### config.mk
export PLATFORM = sky130hd
export DESIGN_NAME = seq_muldiv_flat
export DESIGN_NICKNAME = d
export VERILOG_FILES = /design/src/rtl/seq_muldiv_if.sv /design/src/rtl/seq_muldiv.sv /design/src/flat_wrapper.sv
export SDC_FILE = /design/constraint.sdc
export NUM_CORES = 1
export LEC_CHECK = 0
export BUFFER_PORTS_ARGS = -buffer_cell sky130_fd_sc_hd__buf_4
export CELL_PAD_IN_SITES_DETAIL_PLACEMENT = 1
export CELL_PAD_IN_SITES_GLOBAL_PLACEMENT = 1
export CORE_ASPECT_RATIO = 0.8
export CORE_MARGIN = 5
export CORE_UTILIZATION = 45
export CTS_CLUSTER_SIZE = 28
export DETAILED_ROUTE_END_ITERATION = 16
export PLACE_DENSITY = 0.79
export SYNTH_ARGS = -nofsm -noshare
export SYNTH_HDL_FRONTEND = slang
export SYNTH_SLANG_ARGS = --single-unit
export TNS_END_PERCENT = 1
### constraint.sdc
create_clock -name clk -period 4.9 [get_ports clk]
set_input_delay 0.49 -clock clk [delete_from_list [all_inputs] [get_ports clk]]
set_output_delay 0.49 -clock clk [all_outputs]
set_load 0.01 [all_outputs]
### src/rtl/seq_muldiv_if.sv
// Handshake and result bundle for seq_muldiv.
// The pipeline control drives start/op/a/b (master); the unit returns busy/done/dz and HI/LO (slave).
interface seq_muldiv_if #(
  parameter int unsigned WIDTH = 32
);

  logic             start;
  logic [2:0]       op;
  logic [WIDTH-1:0] a;
  logic [WIDTH-1:0] b;
  logic             busy;
  logic             done;
  logic             dz;
  logic [WIDTH-1:0] hi;
  logic [WIDTH-1:0] lo;

  modport master (
    output start, op, a, b,
    input  busy, done, dz, hi, lo
  );

  modport slave (
    input  start, op, a, b,
    output busy, done, dz, hi, lo
  );

endinterface

### src/rtl/seq_muldiv.sv
// Multi-cycle multiply/divide unit owning the MIPS HI/LO registers.
// Handles mult, multu, div, divu (radix-2, one step per cycle) and mthi/mtlo (single edge).
// Optional build macro SEQ_MULDIV_FLUSH_EN adds a flush input that abandons an in-flight op.
module seq_muldiv #(
  parameter int unsigned WIDTH = 32,
  parameter int unsigned CNT_W = $clog2(WIDTH)
) (
  input logic         clk,
  input logic         rst,
`ifdef SEQ_MULDIV_FLUSH_EN
  input logic         flush,
`endif
  seq_muldiv_if.slave bus
);

  localparam logic [2:0] OpMult  = 3'b000;
  localparam logic [2:0] OpMultu = 3'b001;
  localparam logic [2:0] OpDiv   = 3'b010;
  localparam logic [2:0] OpDivu  = 3'b011;
  localparam logic [2:0] OpMthi  = 3'b100;
  localparam logic [2:0] OpMtlo  = 3'b101;

  typedef enum logic [1:0] {StIdle, StRun, StFin} state_e;

  state_e               state_q, state_d;
  logic [CNT_W-1:0]     cnt_q, cnt_d;
  // Multiply: {partial product high, multiplier being shifted out}.
  // Divide:   {partial remainder, dividend shifting out / quotient shifting in}.
  logic [2*WIDTH-1:0]   acc_q, acc_d;
  // Multiplicand magnitude or divisor magnitude.
  logic [WIDTH-1:0]     opnd_q, opnd_d;
  logic                 is_div_q, is_div_d;
  logic                 neg_q, neg_d;       // product/quotient must be negated
  logic                 rem_neg_q, rem_neg_d; // remainder must be negated
  logic                 dzero_q, dzero_d;   // divisor was zero
  logic [WIDTH-1:0]     hi_q, hi_d;
  logic [WIDTH-1:0]     lo_q, lo_d;
  logic                 done_q, done_d;
  logic                 dz_q, dz_d;

  logic                 flush_act;
  logic                 signed_op;
  logic [WIDTH-1:0]     a_abs, b_abs;
  logic [WIDTH:0]       mul_sum;
  logic [2*WIDTH-1:0]   mul_next;
  logic [WIDTH:0]       div_sh, div_diff;
  logic [2*WIDTH-1:0]   div_next;
  logic [2*WIDTH-1:0]   prod_fin;
  logic [WIDTH-1:0]     quo_fin, rem_fin;

`ifdef SEQ_MULDIV_FLUSH_EN
  assign flush_act = flush;
`else
  assign flush_act = 1'b0;
`endif

  // Operand magnitudes for the accept edge; signed ops take absolute values.
  always_comb begin
    signed_op = ~bus.op[0];
    a_abs     = (signed_op && bus.a[WIDTH-1]) ? -bus.a : bus.a;
    b_abs     = (signed_op && bus.b[WIDTH-1]) ? -bus.b : bus.b;
  end

  // One radix-2 step of each algorithm plus the sign-corrected final results.
  always_comb begin
    // Shift-add: conditionally add multiplicand to the upper half, then shift right.
    mul_sum  = {1'b0, acc_q[2*WIDTH-1:WIDTH]} + (acc_q[0] ? {1'b0, opnd_q} : '0);
    mul_next = {mul_sum, acc_q[WIDTH-1:1]};
    // Restoring divide: shift in the next dividend bit, keep the difference if non-negative.
    div_sh   = {acc_q[2*WIDTH-1:WIDTH], acc_q[WIDTH-1]};
    div_diff = div_sh - {1'b0, opnd_q};
    if (div_diff[WIDTH]) begin
      div_next = {div_sh[WIDTH-1:0], acc_q[WIDTH-2:0], 1'b0};
    end else begin
      div_next = {div_diff[WIDTH-1:0], acc_q[WIDTH-2:0], 1'b1};
    end
    prod_fin = neg_q ? -acc_q : acc_q;
    quo_fin  = neg_q ? -acc_q[WIDTH-1:0] : acc_q[WIDTH-1:0];
    // With a zero divisor the remainder is the dividend magnitude, so this restores a.
    rem_fin  = rem_neg_q ? -acc_q[2*WIDTH-1:WIDTH] : acc_q[2*WIDTH-1:WIDTH];
  end

  // Next-state and register updates for the IDLE/RUN/FIN sequence.
  always_comb begin
    state_d   = state_q;
    cnt_d     = cnt_q;
    acc_d     = acc_q;
    opnd_d    = opnd_q;
    is_div_d  = is_div_q;
    neg_d     = neg_q;
    rem_neg_d = rem_neg_q;
    dzero_d   = dzero_q;
    hi_d      = hi_q;
    lo_d      = lo_q;
    done_d    = 1'b0;
    dz_d      = dz_q;

    unique case (state_q)
      StIdle: begin
        if (bus.start) begin
          case (bus.op)
            OpMult, OpMultu, OpDiv, OpDivu: begin
              is_div_d  = bus.op[1];
              neg_d     = signed_op & (bus.a[WIDTH-1] ^ bus.b[WIDTH-1]);
              rem_neg_d = signed_op & bus.a[WIDTH-1];
              dzero_d   = (bus.b == '0);
              cnt_d     = '0;
              if (bus.op[1]) begin
                acc_d  = {{WIDTH{1'b0}}, a_abs};
                opnd_d = b_abs;
              end else begin
                acc_d  = {{WIDTH{1'b0}}, b_abs};
                opnd_d = a_abs;
              end
              state_d = StRun;
            end
            OpMthi:  hi_d = bus.a;
            OpMtlo:  lo_d = bus.a;
            default: ;
          endcase
        end
      end
      StRun: begin
        acc_d = is_div_q ? div_next : mul_next;
        cnt_d = cnt_q + 1'b1;
        if (cnt_q == CNT_W'(WIDTH - 1)) begin
          state_d = StFin;
        end
      end
      StFin: begin
        state_d = StIdle;
        done_d  = 1'b1;
        dz_d    = is_div_q & dzero_q;
        if (is_div_q) begin
          lo_d = dzero_q ? '1 : quo_fin;
          hi_d = rem_fin;
        end else begin
          {hi_d, lo_d} = prod_fin;
        end
      end
      default: state_d = StIdle;
    endcase

    // Flush abandons the op and wins over a simultaneous FIN write.
    if (flush_act && (state_q != StIdle)) begin
      state_d = StIdle;
      done_d  = 1'b0;
      hi_d    = hi_q;
      lo_d    = lo_q;
      dz_d    = dz_q;
    end
  end

  // State register with synchronous reset.
  always_ff @(posedge clk) begin
    if (rst) begin
      state_q   <= StIdle;
      cnt_q     <= '0;
      acc_q     <= '0;
      opnd_q    <= '0;
      is_div_q  <= 1'b0;
      neg_q     <= 1'b0;
      rem_neg_q <= 1'b0;
      dzero_q   <= 1'b0;
      hi_q      <= '0;
      lo_q      <= '0;
      done_q    <= 1'b0;
      dz_q      <= 1'b0;
    end else begin
      state_q   <= state_d;
      cnt_q     <= cnt_d;
      acc_q     <= acc_d;
      opnd_q    <= opnd_d;
      is_div_q  <= is_div_d;
      neg_q     <= neg_d;
      rem_neg_q <= rem_neg_d;
      dzero_q   <= dzero_d;
      hi_q      <= hi_d;
      lo_q      <= lo_d;
      done_q    <= done_d;
      dz_q      <= dz_d;
    end
  end

  assign bus.busy = (state_q != StIdle);
  assign bus.done = done_q;
  assign bus.dz   = dz_q;
  assign bus.hi   = hi_q;
  assign bus.lo   = lo_q;

endmodule

### src/flat_wrapper.sv
// flat-port wrapper written by rule: the top's interface ports become plain ports
module seq_muldiv_flat 
#(
  parameter int unsigned WIDTH = 32,
  parameter int unsigned CNT_W = $clog2(WIDTH)
)
  (clk, rst, bus_start, bus_op, bus_a, bus_b, bus_busy, bus_done, bus_dz, bus_hi, bus_lo);
  seq_muldiv_if #(.WIDTH(WIDTH)) bus_i ();
  input logic clk;
  input logic rst;
  input wire logic [$bits(bus_i.start)-1:0] bus_start;
  input wire logic [$bits(bus_i.op)-1:0] bus_op;
  input wire logic [$bits(bus_i.a)-1:0] bus_a;
  input wire logic [$bits(bus_i.b)-1:0] bus_b;
  output wire logic [$bits(bus_i.busy)-1:0] bus_busy;
  output wire logic [$bits(bus_i.done)-1:0] bus_done;
  output wire logic [$bits(bus_i.dz)-1:0] bus_dz;
  output wire logic [$bits(bus_i.hi)-1:0] bus_hi;
  output wire logic [$bits(bus_i.lo)-1:0] bus_lo;
  assign bus_i.start = bus_start;
  assign bus_i.op = bus_op;
  assign bus_i.a = bus_a;
  assign bus_i.b = bus_b;
  assign bus_busy = bus_i.busy;
  assign bus_done = bus_i.done;
  assign bus_dz = bus_i.dz;
  assign bus_hi = bus_i.hi;
  assign bus_lo = bus_i.lo;
  seq_muldiv #(.WIDTH(WIDTH), .CNT_W(CNT_W)) u_core (.clk(clk), .rst(rst), .bus(bus_i));
endmodule
# == Word level (Yosys, flattened, before mapping) ==
# Index checks and enable logic that the tools add are counted.
# classes
muxes,30
reduce_logical,14
n_addsub,8
bitwise_logic,5
n_eq_ne,13
# ops
cell,n
$mux W32,14
$mux W64,5
$neg A32 Y32,4
$pmux W32 S2,2
$pmux W64 S2,1
$neg A64 Y64,1
$add A32 B33 Y33,1
$sub A33 B32 Y33,1
$logic_not A32 Y1,1
$reduce_and A3 Y1,5
$mux W5,2
$pmux W5 S2,1
$ne A2 B2 Y1 const B,4
$eq A3 B2 Y1 const B,2
$eq A3 B3 Y1 const B,2
$mux W2,3
$reduce_bool A2 Y1,3
$add A5 B1 Y5 const B,1
$eq A5 B5 Y1 const B,1
$pmux W2 S2,1
$reduce_or A4 Y1,1
$and A1 B1 Y1,3
$eq A3 B1 Y1 const B,1
$logic_not A3 Y1,1
other kinds (8),9
# totals
word_cells,82
output_inout_bits,67
inputBits,70
register_bits,173

# == Depth between registers and ports, before layout ==
# logic_depth
ltp_word,7
mapped_depth,16
mapped_depth_nobuf,14

# == Worst setup path after synthesis ==
# Ideal clock, no wire load.
# synth_timing
path_type,flip-flop to flip-flop
from,register u_core.acc_q[0]
to,register u_core.acc_q[62]
n_path_buf,2
path_slack_ns,1.477
synth_period_minus_slack_ns,3.423
required_ns,4.786
stages_incl_launch_ff,15
t_arrival_ns,3.308
cell_sequence,dfxtp_1 > clkbuf_1 > inv_1 > clkbuf_1 > nor2_1 > ha_1 > a21o_1 > a221oi_1 > o21bai_1 > a21o_1 > or3_1 > a21o_1 > a221oi_1 > mux2i_1 > a2111oi_0
# synth_between
elab_chain_cells,4
# synth_rtl
element,line,text
from (decl),seq_muldiv.sv:29,"logic [2*WIDTH-1:0] acc_q, acc_d;"
from (signal assigned),seq_muldiv.sv:159,acc_q <= '0;
from (signal assigned),seq_muldiv.sv:172,acc_q <= acc_d;
$mux W32,seq_muldiv.sv:67,"mul_sum = {1'b0, acc_q[2*WIDTH-1:WIDTH]} + (acc_q[0] ? {1'b0, opnd_q} : '0);"
$add A32 B33 Y33,seq_muldiv.sv:67,
$mux W64,seq_muldiv.sv:124,acc_d = is_div_q ? div_next : mul_next;
$pmux W64 S2,seq_muldiv.sv:98,unique case (state_q)
# No other way between the ends.
# A chain may end at the register's enable or synchronous reset.

# == Worst setup path after layout ==
# layout_timing
from,register u_core.acc_q[0]
to,register u_core.acc_q[61]
# Same word-level chain as after synthesis.

==> summary.md <==
| Metric | Value |
|---|---|
| Sequential-to-total area share from yosys stat | 24.1% |
| Final count of negative-setup-slack endpoints | 0 |
| Sequential cell area | 0.00346 mm^2 |
| DR iter-0 viols | 1825 |
| Final Total Pwr | 4.22 mW |
| Worst Setup Path Type | reg -> reg |
| Max VDD drop | 0.199 mV |
| Top cells by count, synth | nor2_1 (323), dfxtp_1 (173), nand2_1 (170) |
| PortBufs | 136 |
| Synth area leaders | dfxtp_1 (24%), nor2_1 (8.4%), xnor2_1 (6.5%) |
| Syn nets | 2117 |
| # IOs | 137 |
| Hold Path Cell Cnt | 3 |
| Chip Width | 210 um |
| R2R cell count | 13 |
| Met1 Use GR | 50.4% |
| Num CTS Buffers | 17 |
| Crit. path cell count | 13 |
| Tmin final | 4420 ps |
| CP top delay family | compound AO/OA/AOI/OAI gates |
| Fill cell count | 4027 |
| Post-synth top area cell | dfxtp_1 |
| Endpoint class of the critical path | register |
| Initial antenna violation count | 0 |
| CP Cell Sequence | inv_1, nor2_1, ha_1, nor2b_1, o21ai_0, a21oi_1, o41ai_1, o21ai_0, a41o_1, a41oi_1, xnor2_1, nor2_1, o41ai_1 |
| WL per Instance | 25.1 um |
| RePlAce Congestion | 0.954 |
| Top cell type's share of synthesized area | 24.1% |
| Slew Limit Fails | 0 |
| EDFF count, synth | 0 |
| Worst Hold Endpoint | u_core.bus.lo[15] |
| Setup_tns | 0 ps |
| FF+latch count, synth | 173 |
| Core area | 0.0315 mm^2 |
| CP Launch Type | register |
| Final Skew | 18.8 ps |
| Worst slew pin tran | 1080 ps |
| Initial Util | 45.6% |
| Row Count | 58 |
| Max Freq | 226 MHz |
| Clk buf depth | 2 |
| Cell with the most instances after synthesis | nor2_1 |
| Primary FF master, synth | dfxtp_1 |
| R2r setup slk | 480 ps |
| DRT antenna net count | 0 |
| Count of cell types in the netlist | 69 |
| Synthesized area | 0.0144 mm^2 |
| Post-CTS Setup Inserts | 0 |
| DRC violations left | 0 |
| Vias after detailed routing | 15700 |
| Insertion delay to the later sink of the worst-skew pair | 460 ps |
| Share of cells above drive strength 1 | 12.3% |
| Total track usage | 33.6% |
| Tightest Hold Check Type | in -> reg |
| HPWL Detailed | 47800 um |
| Nets | 2181 |
| Clock-pin slew of the registers on the worst-case setup and hold paths | 80 ps |
| Crit Path Max Fanout | 18 |
| Number of diodes | 0 |
| Vias in the first global route | 15300 |
| Buffers and inverters on the worst path | 1 |
| Most Used Layer, Global Route | met1 |
| # resized after CTS | 0 |
| Ratio of total power to cell area | 258 mW/mm^2 |
| # placed instances | 2440 |
| Setup WS pre-CTS | 665 ps |
| Hold slack | 355 ps |
| Gr ovfl total | 0 |
| TritonRoute pass-1 iters | 5 |
| Status | completed |
| CTS root buffer | clkbuf_16 |
| First-pass GRT wire length | 93400 um |
| Die Ht | 170 um |
| Synth warnings | 0 |
| Vias/cell | 6.35 |
| Non-Filler Instances | 2472 |
| Die area | 0.0356 mm^2 |
| Multi-input logic area | 0.0102 mm^2 |
| CP max-delay cell | o41ai_1 |
| Crit share post-route | 90.3% |
| CP arrival | 4780 ps |
| CP max stage delay | 730 ps |
| Reg-to-Reg Start | u_core.acc_q[0] |
| Unrepaired setup endpoints after global routing | false |
| Required time of the critical path | 5250 ps |
| Async SR Flop Fraction | 0% |
| Final hold violations | 0 |
| Max_cap viols | 0 |
| Hold-fix buffers, CTS | 0 |
| P_leak | 6.73 nW |
| Synthesized netlist cell count | 1975 |
| Largest net degree at the start of global routing | 75 |
| CTS tree | built |
| GRT met3 Usage | 7.57% |
| Clock H-tree levels | 4 |
| Syn_area_per_cell | 7.28 um^2 |
| Worst slew margin | 28.1% |
| Worst Slack Setup Final | 476 ps |
| RR Endpoint | u_core.acc_q[61] |
| GR met2 Demand/Resource | 48.1% |
| Hold path startpoint | bus_a[15] |
| P&R area growth vs syn | 13.8% |
| Final wirelength | 62100 um |
| Clock Sinks | 173 |
metal layers:
| metal | wire, um | up-vias |
|---|---|---|
| li1 | - | 7200 |
| met5 | 0 | - |
| met3 | 6600 | 88 |
| met2 | 25300 | 736 |
| met4 | 1580 | 0 |
| met1 | 28700 | 7668 |
tightest hold or removal path: stages:
cell and delay, ps:
buf_4 140, nand2_1 60, a311oi_1 70
area by class of cell:
type / count / share of cell area [%]
clock buffer: 17 / 2.60
timing repair buffer: 176 / 8.15
sequential: 173 / 21.2
multi-input combinational: 1598 / 62.1
clock inverter: 15 / 1.12
inverter: 73 / 1.67
tap: 420 / 3.21
flip-flops by register name, indices dropped and copies added (netlist names):
name,count
u_core.acc_q,64
u_core.bus.hi,32
u_core.bus.lo,32
u_core.opnd_q,32
u_core.cnt_q,5
u_core.state_q,2
u_core.bus.done,1
u_core.bus.dz,1
u_core.dzero_q,1
u_core.is_div_q,1
u_core.neg_q,1
u_core.rem_neg_q,1
cells by family after synthesis:
kind of cell / Yosys count / synth area share [%]
adder cells (fa/ha/maj): 72 / 6.37
AND/OR/NAND/NOR: 700 / 21.9
XOR/XNOR: 172 / 10.5
multiplexers: 71 / 5.01
flip-flops: 173 / 24.1
AO/OA/AOI/OAI: 583 / 26.7
buffers and inverters: 204 / 5.46
worst max-delay path by stage:
stage,start,to,slack (ps)
after floorplan,u_core.acc_q[0],u_core.acc_q[62],1480
after global placement,u_core.acc_q[0],u_core.acc_q[61],860
after detailed placement,u_core.acc_q[0],u_core.acc_q[61],670
after CTS,u_core.acc_q[0],u_core.acc_q[61],590
after global routing,u_core.acc_q[0],u_core.acc_q[61],280
final,u_core.acc_q[0],u_core.acc_q[61],480
through the flow:
step	utilization, %	instance area (um^2)
after floorplan	-	14400
after detailed placement	50.0	15800
after global placement	50.0	15800
final	52.0	16400
after CTS	52.0	16400
after global routing	52.0	16400
cell usage in the layout (no fill, tap or decap), types with 7 or more instances in the layout:
cell type / instances
nor2_1: 319
buf_4: 175
dfxtp_1: 172
nand2_1: 169
a21oi_1: 139
o21ai_0: 120
xnor2_1: 105
inv_1: 73
ha_1: 70
xor2_1: 66
a211oi_1: 66
mux2i_1: 63
a21o_1: 42
nor3_1: 38
a2111oi_0: 27
a31oi_1: 27
nand2b_1: 23
a311oi_1: 23
o31ai_1: 22
nand3_1: 21
o211ai_1: 20
or3_1: 17
a22oi_1: 17
clkbuf_16: 17
and2_1: 16
nor4_1: 16
nor2b_1: 14
or2_2: 12
nand4_1: 10
and3_1: 9
a211o_1: 9
o22ai_1: 9
a221oi_1: 9
o221ai_1: 8
mux2_2: 8
or4_1: 7
o41ai_1: 7
where the power goes:
part           total [mW]  internal, mW  switching (mW)  leakage [nW]
registers            1.55          1.47          0.0868          1.41
clock network        1.49         0.811           0.680         0.291
logic                1.17         0.427           0.743          5.03
No activity file was read; power rests on OpenSTA's default activity.
